### config.mk
export PLATFORM = sky130hd
export DESIGN_NAME = tlul_host_port_flat
export DESIGN_NICKNAME = d
export VERILOG_FILES = /design/src/rtl/tlul_host_port_if.sv /design/src/rtl/tlul_host_port.sv /design/src/flat_wrapper.sv
export SDC_FILE = /design/constraint.sdc
export NUM_CORES = 1
export LEC_CHECK = 0
export ABC_AREA = 1
export CAP_MARGIN = 20
export CORE_AREA = 2 2 108 110
export DETAILED_ROUTE_END_ITERATION = 12
export DIE_AREA = 0 0 110 112
export PLACE_DENSITY = 0.72
export SLEW_MARGIN = 5
export SYNTH_ARGS = -nofsm -noshare
export SYNTH_HDL_FRONTEND = slang
export SYNTH_SLANG_ARGS = --single-unit
### constraint.sdc
create_clock -name clk_i -period 2.29 [get_ports clk_i]
set_input_delay 0.229 -clock clk_i [delete_from_list [all_inputs] [get_ports clk_i]]
set_output_delay 0.229 -clock clk_i [all_outputs]
set_load 0.01 [all_outputs]
### src/rtl/tlul_host_port_if.sv
// TL-UL link types and the core-side request/response bundle of the host port.
// The core drives through the master modport and the bridge uses the slave modport.
package tlul_pkg;

    typedef enum logic [2:0] {
        PutFullData    = 3'h0,
        PutPartialData = 3'h1,
        Get            = 3'h4
    } tl_a_op_e;

    typedef enum logic [2:0] {
        AccessAck     = 3'h0,
        AccessAckData = 3'h1
    } tl_d_op_e;

    typedef struct packed {
        logic        a_valid;
        tl_a_op_e    a_opcode;
        logic [2:0]  a_param;
        logic [1:0]  a_size;
        logic [7:0]  a_source;
        logic [31:0] a_address;
        logic [3:0]  a_mask;
        logic [31:0] a_data;
        logic [15:0] a_user;
        logic        d_ready;
    } tl_h2d_t;

    typedef struct packed {
        logic        d_valid;
        tl_d_op_e    d_opcode;
        logic [2:0]  d_param;
        logic [1:0]  d_size;
        logic [7:0]  d_source;
        logic        d_sink;
        logic [31:0] d_data;
        logic [15:0] d_user;
        logic        d_error;
        logic        a_ready;
    } tl_d2h_t;

endpackage

interface tlul_host_port_if;
    logic        req_i;
    logic        gnt_o;
    logic        we_i;
    logic [31:0] addr_i;
    logic [31:0] wdata_i;
    logic [3:0]  be_i;
    logic        rvalid_o;
    logic [31:0] rdata_o;
    logic        err_o;

    modport master (
        output req_i, we_i, addr_i, wdata_i, be_i,
        input  gnt_o, rvalid_o, rdata_o, err_o
    );

    modport slave (
        input  req_i, we_i, addr_i, wdata_i, be_i,
        output gnt_o, rvalid_o, rdata_o, err_o
    );
endinterface

### src/rtl/tlul_host_port.sv
// TL-UL initiator: maps core request/grant onto the A channel and returns
// D-channel responses in order, with rolling source IDs and an in-flight count.
module tlul_host_port
    import tlul_pkg::*;
#(
    parameter int Outstanding = 4
) (
    input  logic              clk_i,
    input  logic              rst_ni,
    tlul_host_port_if.slave   core,
    output tl_h2d_t           tl_o,
    input  tl_d2h_t           tl_i
);

    localparam int IdW  = $clog2(Outstanding);
    localparam int CntW = $clog2(Outstanding + 1);

    logic [CntW-1:0] outCnt_q, outCnt_d;
    logic [IdW-1:0]  wrId_q, wrId_d;
    logic [IdW-1:0]  rdId_q, rdId_d;
    logic            rvalid_q, rvalid_d;
    logic [31:0]     rdata_q, rdata_d;
    logic            err_q, err_d;

    logic full;
    logic aValid;
    logic aHs;
    logic dHs;
    logic unused_tl;

    // a_valid only looks at the local count, never at d_valid, so there is no D->A path.
    assign full   = (outCnt_q == CntW'(Outstanding));
    assign aValid = core.req_i & ~full;
    assign aHs    = aValid & tl_i.a_ready;
    assign dHs    = tl_i.d_valid;

    always_comb begin : aChannel
        tl_o           = '0;
        tl_o.a_valid   = aValid;
        tl_o.a_param   = 3'd0;
        tl_o.a_size    = 2'd2;
        tl_o.a_address = {core.addr_i[31:2], 2'b00};
        tl_o.a_mask    = core.be_i;
        tl_o.a_data    = core.we_i ? core.wdata_i : 32'h0;
        tl_o.a_source[IdW-1:0] = wrId_q;
        if (!core.we_i) begin
            tl_o.a_opcode = Get;
        end else if (core.be_i == 4'hF) begin
            tl_o.a_opcode = PutFullData;
        end else begin
            tl_o.a_opcode = PutPartialData;
        end
        tl_o.d_ready = 1'b1;
    end

    always_comb begin : nextState
        wrId_d   = wrId_q;
        rdId_d   = rdId_q;
        outCnt_d = outCnt_q;
        rvalid_d = 1'b0;
        rdata_d  = rdata_q;
        err_d    = err_q;

        if (aHs) begin
            wrId_d = wrId_q + IdW'(1);
        end

        // Responses must come back in issue order; anything unexpected is flagged but still retired.
        if (dHs) begin
            rdId_d   = rdId_q + IdW'(1);
            rvalid_d = 1'b1;
            rdata_d  = (tl_i.d_opcode == AccessAckData) ? tl_i.d_data : 32'h0;
            err_d    = tl_i.d_error
                     | (tl_i.d_source[IdW-1:0] != rdId_q)
                     | (outCnt_q == '0);
        end

        unique case ({aHs, dHs})
            2'b10: outCnt_d = outCnt_q + CntW'(1);
            2'b01: begin
                if (outCnt_q != '0) begin
                    outCnt_d = outCnt_q - CntW'(1);
                end
            end
            default: outCnt_d = outCnt_q;
        endcase
    end

    always_ff @(posedge clk_i or negedge rst_ni) begin : stateReg
        if (!rst_ni) begin
            outCnt_q <= '0;
            wrId_q   <= '0;
            rdId_q   <= '0;
            rvalid_q <= 1'b0;
            rdata_q  <= 32'h0;
            err_q    <= 1'b0;
        end else begin
            outCnt_q <= outCnt_d;
            wrId_q   <= wrId_d;
            rdId_q   <= rdId_d;
            rvalid_q <= rvalid_d;
            rdata_q  <= rdata_d;
            err_q    <= err_d;
        end
    end

    assign core.gnt_o    = aHs;
    assign core.rvalid_o = rvalid_q;
    assign core.rdata_o  = rdata_q;
    assign core.err_o    = err_q;

    assign unused_tl = ^{core.addr_i[1:0], tl_i.d_param, tl_i.d_size,
                         tl_i.d_source[7:IdW], tl_i.d_sink, tl_i.d_user};

endmodule
### src/flat_wrapper.sv
// flat-port wrapper written by rule: the top's interface ports become plain ports
module tlul_host_port_flat import tlul_pkg::*;
#(
    parameter int Outstanding = 4
)
  (clk_i, rst_ni, tl_o, tl_i, core_req_i, core_we_i, core_addr_i, core_wdata_i, core_be_i, core_gnt_o, core_rvalid_o, core_rdata_o, core_err_o);
  tlul_host_port_if core_i ();
  input  logic clk_i;
  input  logic rst_ni;
  output tl_h2d_t tl_o;
  input  tl_d2h_t tl_i;
  input wire logic [$bits(core_i.req_i)-1:0] core_req_i;
  input wire logic [$bits(core_i.we_i)-1:0] core_we_i;
  input wire logic [$bits(core_i.addr_i)-1:0] core_addr_i;
  input wire logic [$bits(core_i.wdata_i)-1:0] core_wdata_i;
  input wire logic [$bits(core_i.be_i)-1:0] core_be_i;
  output wire logic [$bits(core_i.gnt_o)-1:0] core_gnt_o;
  output wire logic [$bits(core_i.rvalid_o)-1:0] core_rvalid_o;
  output wire logic [$bits(core_i.rdata_o)-1:0] core_rdata_o;
  output wire logic [$bits(core_i.err_o)-1:0] core_err_o;
  assign core_i.req_i = core_req_i;
  assign core_i.we_i = core_we_i;
  assign core_i.addr_i = core_addr_i;
  assign core_i.wdata_i = core_wdata_i;
  assign core_i.be_i = core_be_i;
  assign core_gnt_o = core_i.gnt_o;
  assign core_rvalid_o = core_i.rvalid_o;
  assign core_rdata_o = core_i.rdata_o;
  assign core_err_o = core_i.err_o;
  tlul_host_port #(.Outstanding(Outstanding)) u_core (.clk_i(clk_i), .rst_ni(rst_ni), .core(core_i), .tl_o(tl_o), .tl_i(tl_i));
endmodule
==> out/results.txt, run 1 <==
The run finished with clean final reports. Clock skew: 0.00137 ns. The longest clock path from root to sink contains 2 buffers. Across all layers, the routed design uses 2339 vias. In this run, CTS created clock tree buffers numbering 5. The number of antenna diodes in the final layout is 0. The root buffer cell chosen for the clock tree is clkbuf_16.

After routing the design area is 0.00400 mm². The area share of the largest cell type after synthesis was 40.6%; the count of buffers added by post-CTS timing repair for setup was 0. Number of setup violations in the final report: 0. The synthesized area per cell is 7.55 µm², and the area of the core is 0.0112 mm². Once placement finished, the instance area stood at 0.00383 mm². Setup repair after global routing left no endpoint under its margin.

The tool flagged a number of max-cap violations equal to 0. The layer flagged by global routing as most heavily used is met2. After the first detailed-routing iteration, the DRC count stood at 91.

For this design, the slowest cell found on the critical path is clkdlybuf4s50_1. For this run, the total global-route usage over all layers was measured as 11.5%. The final antenna-violating net count is 0, and the worst slew margin relative to its limit is 37.0%. The type of the worst setup path is in -> out.

The count of boundary I/O pins is 277, and the count of buffers inserted at the top-level ports is 155. Subtracting the final worst setup slack from the clock period gives 1.91 ns. For the total negative slack for setup checks, the log shows 0 ns. The clock net sink count is 41, and the instance count of the mapped netlist is 335. The signal on the critical path passes through clkdlybuf4s50_1 -> buf_4 -> nand2_1 -> inv_1 -> clkdlybuf4s50_1. Of the available clock period, the critical path in the final layout requires 83.3%.

The slew at the pin closest to its max-slew limit came out at 0.944 ns. In the global route stage, met3 resource usage came out at 5.27%. The tools report the met1 capacity usage during global routing as 11.1%. After detailed routing, the number of vias per cell comes to 3.94.

The effective utilization at floorplan came out at 22.6%. Critical path endpoint category: an output pin. The share of post-route cells with drive strength above 1 was 4.88%; the post-route DRC violation count was 0. In this run the vertical extent of the chip is 112 µm. TritonCTS built the clock tree.

After detailed routing, the average wire length per cell comes to 12.8 µm. For the flip-flop and latch area, the log shows 0.00103 mm². The count of final hold-check violations came out at 0. The run gives 5940 µm as the total half-perimeter wirelength after legalization and detailed placement. Before antenna repair, the detailed router went through 4 iterations. For met2 alone, demand over resource in global routing was 21.4%. For the worst endpoint data arrival time, the log shows 1.68 ns. Leakage power: 1.96 nW. Number of antenna violations at the first check in global routing: 0.

The worst hold-check path type is in -> async. Area occupied by multi-input gates: 886 µm². The tools report the number of gates resized after cts as 0.

By area the synthesized netlist is led by dfrtp_1 (41%), buf_4 (20%), nand2_1 (16%). The clock insertion delay at the later pin of the skew report was 0.28 ns; the worst vdd rail ir drop was 377 µV. The floorplan die width came out at 110 µm. The synthesized design spends more area on one cell type than any other, namely dfrtp_1. The required arrival time at the worst endpoint is 2.06 ns, and the largest net degree at the start of global routing is 42. The congestion estimate from routability-driven global placement came to 0.702. Netlist area before placement: 0.00253 mm². The clock-pin slew on the worst setup and hold paths is 0.06 ns, and the total stage count of the critical path is 5.

The achievable frequency is 524 MHz. The area of the die is 0.0123 mm², and the number of filler cells placed in the layout is 1154. The number of pins exceeding their max-slew limit in the final report is 0. During synthesis, Yosys emitted a total of 0 warnings. The worst register-to-register path has a depth of 13. The synthesized flop and latch total works out to 41. For this block, the routed nets add up to 7600 µm of wire.

The highest fanout seen on the critical path is 22. Power spread over the standard cell area amounts to 615 mW/mm². The count of H-tree levels built during CTS was 2; the total of hold buffers inserted after clock tree synthesis was 0.

After the last flow step, the layout net total stands at 591. The delay contributed by the slowest stage of the critical path came out at 0.52 ns. The kind of cell with the highest combined delay along the critical path is buffers and inverters. The worst setup path is launched from an input port.

The run gives 0 as the final global-route overflow total. The run gives 39 as the floorplan row count. The first global-routing pass estimated 10800 µm of wire. The logs give 35.8% for the final core utilization and 40.6% for the sequential fraction of the synthesis area. Most prevalent standard cell on the critical path: clkdlybuf4s50_1.

The number of buffer and inverter instances along the worst setup path is 4. The via count of the first global-routing pass is 2216, and the area growth from synthesis to layout is 58.3%. The synthesized netlist contains 26 unique library cells.
layout by cell type, fill, tap and decap left out, types with 2 or more instances in the layout:
cell,instances
clkdlybuf4s50_1,153
a41oi_1,2
xor2_1,5
o21ai_0,32
nor2_1,2
inv_1,43
buf_2,2
buf_4,4
conb_1,31
clkbuf_16,5
nand3_1,4
nand2_1,110
dfrtp_1,41
nand2_2,2
metal layers:
layer | vias to the layer above | wire length, µm | share of wire (%)
met3 | 8 | 1080 | 14
met5 | - | 0 | 0
met4 | 0 | 80 | 1.1
li1 | 1133 | - | -
met1 | 1057 | 2670 | 35
met2 | 141 | 3770 | 50
Yosys cell counts, drive strengths merged:
library cell and n:
nand2 112, conb 2, a21boi 1, nand3 5, a21oi 2, clkbuf 10, buf 70, o21ai 34
xor2 5, or2 1, ha 1, nor2 3, dfrtp 41, inv 44, o22ai 1, a41oi 2
or3b 1
registers in the layout, summed over array words and instances (netlist names):
register	count
u_core.core.err_o	1
u_core.core.rdata_o	32
u_core.core.rvalid_o	1
u_core.outCnt_q	3
u_core.rdId_q	2
u_core.wrId_q	2
metrics by stage:
step	std cells	setup slack (ns)	hold slack [ns]	power (mW)
after global routing	594	0.289	0.188	2.61
after global placement	586	0.368	0.429	1.62
final	594	0.383	0.0803	2.46
after CTS	594	0.357	0.142	2.51
after detailed placement	586	0.364	0.450	1.65
after floorplan	364	0.824	-0.0666	1.34
final timing paths:
| kind | start | endpoint | slack [ns] |
|---|---|---|---|
| worst min-delay path | rst_ni | u_core.outCnt_q[1]$_DFFE_PN0P_ | 0.08 |
| worst max-delay path | core_we_i | tl_o[25] | 0.38 |
| min in group clk_i | tl_i[67] | u_core.core.rvalid_o$_DFF_PN0_ | 0.31 |
| worst max register to register | u_core.outCnt_q[0]$_DFFE_PN0P_ | u_core.outCnt_q[2]$_DFFE_PN0P_ | 0.60 |
| worst min register to register | u_core.wrId_q[1]$_DFFE_PN0P_ | u_core.wrId_q[1]$_DFFE_PN0P_ | 0.48 |
| max in group asynchronous | rst_ni | u_core.core.rdata_o[7]$_DFFE_PN0P_ | 1.60 |
power by group:
part	switching [mW]	internal, mW
clock network	0.286	0.544
logic	0.359	0.384
registers	0.0728	0.816
total	0.717	1.74
cell type report:
class | count | share of cell area, %
Sequential cell | 41 | 25.6
Inverter | 44 | 4.12
Clock buffer | 6 | 3.47
Clock inverter | 2 | 0.938
Timing Repair Buffer | 159 | 39.3
Multi-Input combinational cell | 199 | 22.1
Tap cell | 143 | 4.47
cell families (layout without fill, tap and decap cells):
group	count (synthesis)	in the layout	share of synthesized area, %
AO/OA/AOI/OAI	40	40	8.65
XOR/XNOR	5	5	1.73
adder cells (fa/ha/maj)	1	1	0.494
buffers and inverters	124	211	28.7
flip-flops	41	41	40.6
other	2	31	0.297
AND/OR/NAND/NOR	122	122	19.5
No activity file was read; power rests on OpenSTA's default activity.
==> run 2: changes to the inputs <==
--- a/config.mk
+++ b/config.mk
@@ -7,10 +7,10 @@
 export LEC_CHECK = 0
 export ABC_AREA = 1
 export CAP_MARGIN = 20
-export CORE_AREA = 2 2 108 110
+export CORE_AREA = 2 2 107 109
 export DETAILED_ROUTE_END_ITERATION = 12
-export DIE_AREA = 0 0 110 112
-export PLACE_DENSITY = 0.72
+export DIE_AREA = 0 0 109 111
+export PLACE_DENSITY = 0.73
 export SLEW_MARGIN = 5
 export SYNTH_ARGS = -nofsm -noshare
 export SYNTH_HDL_FRONTEND = slang
==> constraint.sdc (replaced) <==
create_clock -name clk_i -period 1.99 [get_ports clk_i]
set_input_delay 0.199 -clock clk_i [delete_from_list [all_inputs] [get_ports clk_i]]
set_output_delay 0.199 -clock clk_i [all_outputs]
set_load 0.01 [all_outputs]
==> run 2 against run 1 <==
Against the previous run:
- largest power group unchanged
- core utilization is 0.18 points higher
- sequential share of layout area is 0.096 points higher
- clock skew is 0.0010 ns higher
- flip-flop and latch count stayed put
- cell area is 0.37% lower
- first-iteration DRC count is 20% lower
- critical path depth stayed put
- worst setup slack worse by 0.22 ns
- critical path type unchanged
- non-clock buffer count is 2 higher
==> out/results.txt, run 2 (synthesis gave the netlist of run 1 again) <==
The number of buffer and inverter instances along the worst setup path is 4, and the area of the die is 0.0121 mm². The analysis attributes to cell leakage a power of 1.95 nW. STA classifies the critical path startpoint as an input port. Leaving out fill and tap cells, the most frequent cell in the layout is clkdlybuf4s50_1. The most prevalent standard cell on the critical path was clkdlybuf4s50_1.

The maximum buffer depth of the clock tree is 2. Routability-driven placement finished with a final weighted congestion of 0.691. Overall power consumption after layout is estimated at 2.65 mW. The post-detailed-route via-to-cell ratio works out to 3.92. For this block, the via count after detailed routing is 2338.

After detailed routing, the number of remaining DRC violations is 0. The delay contributed by the slowest stage of the critical path is 0.56 ns, and the die height is 111 µm. The via count of the first global-routing pass came out at 2242.

In the final layout, the share of cells above drive strength 1 is 4.86%. For the number of filler cells placed in the layout, the log shows 1141. The total routing resource utilization after global routing was 11.6%; the count of buffers inserted at the top-level ports was 155. Once the floorplan was initialized, standard cells occupied 22.8% of the core. The first global-routing pass estimated 11000 µm of wire. Number of pins exceeding their max-slew limit in the final report: 0. The endpoint identified for the worst register-to-register timing path is u_core.outCnt_q[2]$_DFFE_PN0P_.

Of all nets on the critical path, the largest fanout is 9. The flow ran to the end, and the final reports show no timing, DRC or antenna violations. The reg-to-reg setup timing slack came out at 0.35 ns. The flip-flop and latch area was 0.00103 mm². Count of H-tree levels built during CTS: 2. Setup repair after global routing left no endpoint under its margin. The clock-pin slew on the worst setup and hold paths is 0.06 ns, and the floorplan die width is 109 µm.

The area growth from synthesis to layout came out at 57.7%. Clock tree synthesis inserted a total of 5 buffers. At the worst endpoint, the arrival time is 1.63 ns. The cell at the root of the clock tree is clkbuf_16.

After the first detailed-routing iteration, the DRC count stood at 73. The logs give 0 for the diode insertion count for antenna repair and 277 for the count of boundary I/O pins. For the worst-skew pair, the clock arrives at the later sink with an insertion delay of 0.28 ns.

The floorplan row count is 39, and the total wire length after detailed routing is 7240 µm. The number of antenna violations at the first check in global routing was 0. For the final routed database, the setup TNS stands at 0 ns. For this run, the top clock speed supported by timing is 548 MHz. The final antenna-violating net count is 0. Type of the worst setup path: in -> out. The critical path endpoint category was an output pin. In this run, post-CTS repair resized a total of 0 instances.

STA puts the critical path data required time at 1.79 ns. At the placement stage, the worst setup path has a slack of 0.159 ns. Across all setup checks in the final design, the least slack found is 0.164 ns.

The path class of the tightest hold or removal check is in -> async. After detailed routing, the average wire length per cell comes to 12.2 µm. The global routing usage on met2 is 20.8%, and the met3 capacity usage during global routing is 5.29%.

Clock skew on the completed layout was measured at 0.00240 ns. For this design the ratio of total power to cell area is 666 mW/mm². Worst vdd rail ir drop: 300 µV. The run gives 1 as the total of hold buffers inserted after clock tree synthesis.

The signal on the critical path passes through clkdlybuf4s50_1 -> buf_4 -> inv_1 -> a41oi_1 -> clkdlybuf4s50_1. The number of nets in the finished design was 593. The multi-input combinational cells in the finished layout cover a total of 886 µm². The count of final hold-check violations is 0, and the share of the clock period used by the worst path after layout is 91.7%.

The number of maximum-capacitance violations is 0. The first detailed-routing pass ran for 4 iterations. Setup violations remaining at the end of the flow were counted as 0.

The library cells used most frequently in the layout, excluding fill and tap cells, are clkdlybuf4s50_1 (153), nand2_1 (110), inv_1 (43), dfrtp_1 (41), o21ai_0 (32). The area of the core is 0.0111 mm², and the number of flip-flops under the largest register name is 32. The clock drives 41 sinks. The clock period could shrink to 1.83 ns. Summed over all nets, the half-perimeter wirelength after detailed placement is 5700 µm. met2 is the most crowded layer.

Global routing consumed, on the met1 layer, 12.2% of the routing resources. The startpoint identified for the worst register-to-register timing path is u_core.outCnt_q[1]$_DFFE_PN0P_. The critical-path cell with the highest stage delay is clkdlybuf4s50_1. Once the clock tree was built, the setup fixing pass inserted 0 buffers.

Entering global routing, the biggest net connects 33 pins. TritonCTS built the clock tree. The kind of cell with the highest combined delay along the critical path is buffers and inverters. Counting cells, the worst reg-to-reg path comes to 13. The final global-route overflow total came out at 0.
[run 2: cell types whose count changed in the layout (fill, tap and decap cells not counted), sizes merged]
cell and delta:
dlygate4sd3 +1, clkinvlp +1, buf +1, bufinv -1
[run 2: report_power, final]
part           total [mW]  internal, mW  leakage [nW]  switching [mW]
Combinational       0.834         0.444          1.34           0.391
Clock               0.799         0.465        0.0631           0.334
Sequential           1.02         0.939         0.543          0.0828
Total                2.65          1.85          1.95           0.807
[run 2: cell type report]
type                            instances  share of cell area, %
Sequential cell                        41                   25.7
Tap cell                              143                   4.49
Inverter                               44                   4.14
Clock buffer                            6                   3.23
Multi-Input combinational cell        199                   22.2
Clock inverter                          2                  0.376
Timing Repair Buffer                  161                   39.8
[run 2: worst register-to-register path, delay by kind of cell (launching register included)]
family,cells,cell delay (ns)
AND/OR/NAND/NOR,9,0.83
flip-flops,1,0.40
adder cells (fa/ha/maj),1,0.16
buffers and inverters,3,0.14
[run 2: metrics by stage]
step                      hold slack, ns  util (%)  std cells  instance area [µm²]
after global placement             0.120      34.6        587                 3830
after CTS                          0.347      36.0        596                 3990
after global routing               0.373      36.0        596                 3990
after detailed placement           0.124      34.6        587                 3830
final                              0.339      36.0        596                 3990
after floorplan                  -0.0966         -        364                 2640
[run 2: how the worst max path moves through the flow]
stage / start / endpoint / slack, ns / cells past startpoint
2_1_floorplan: u_core.outCnt_q[1]$_DFFE_PN0P_ / u_core.outCnt_q[2]$_DFFE_PN0P_ / 0.52 / 13
3_3_place_gp: core_we_i / tl_o[25] / 0.19 / 5
3_5_place_dp: core_we_i / tl_o[25] / 0.16 / 5
4_1_cts: u_core.outCnt_q[0]$_DFFE_PN0P_ / core_gnt_o / 0.14 / 5
5_1_grt: u_core.outCnt_q[0]$_DFFE_PN0P_ / core_gnt_o / 0.06 / 5
6_report: core_we_i / tl_o[98] / 0.16 / 5
[run 2: routing by layer]
layer	vias to the layer above	part of all wire, %
met4	0	0.99
met5	-	0
met1	1050	37
li1	1134	-
met2	147	48
met3	7	14
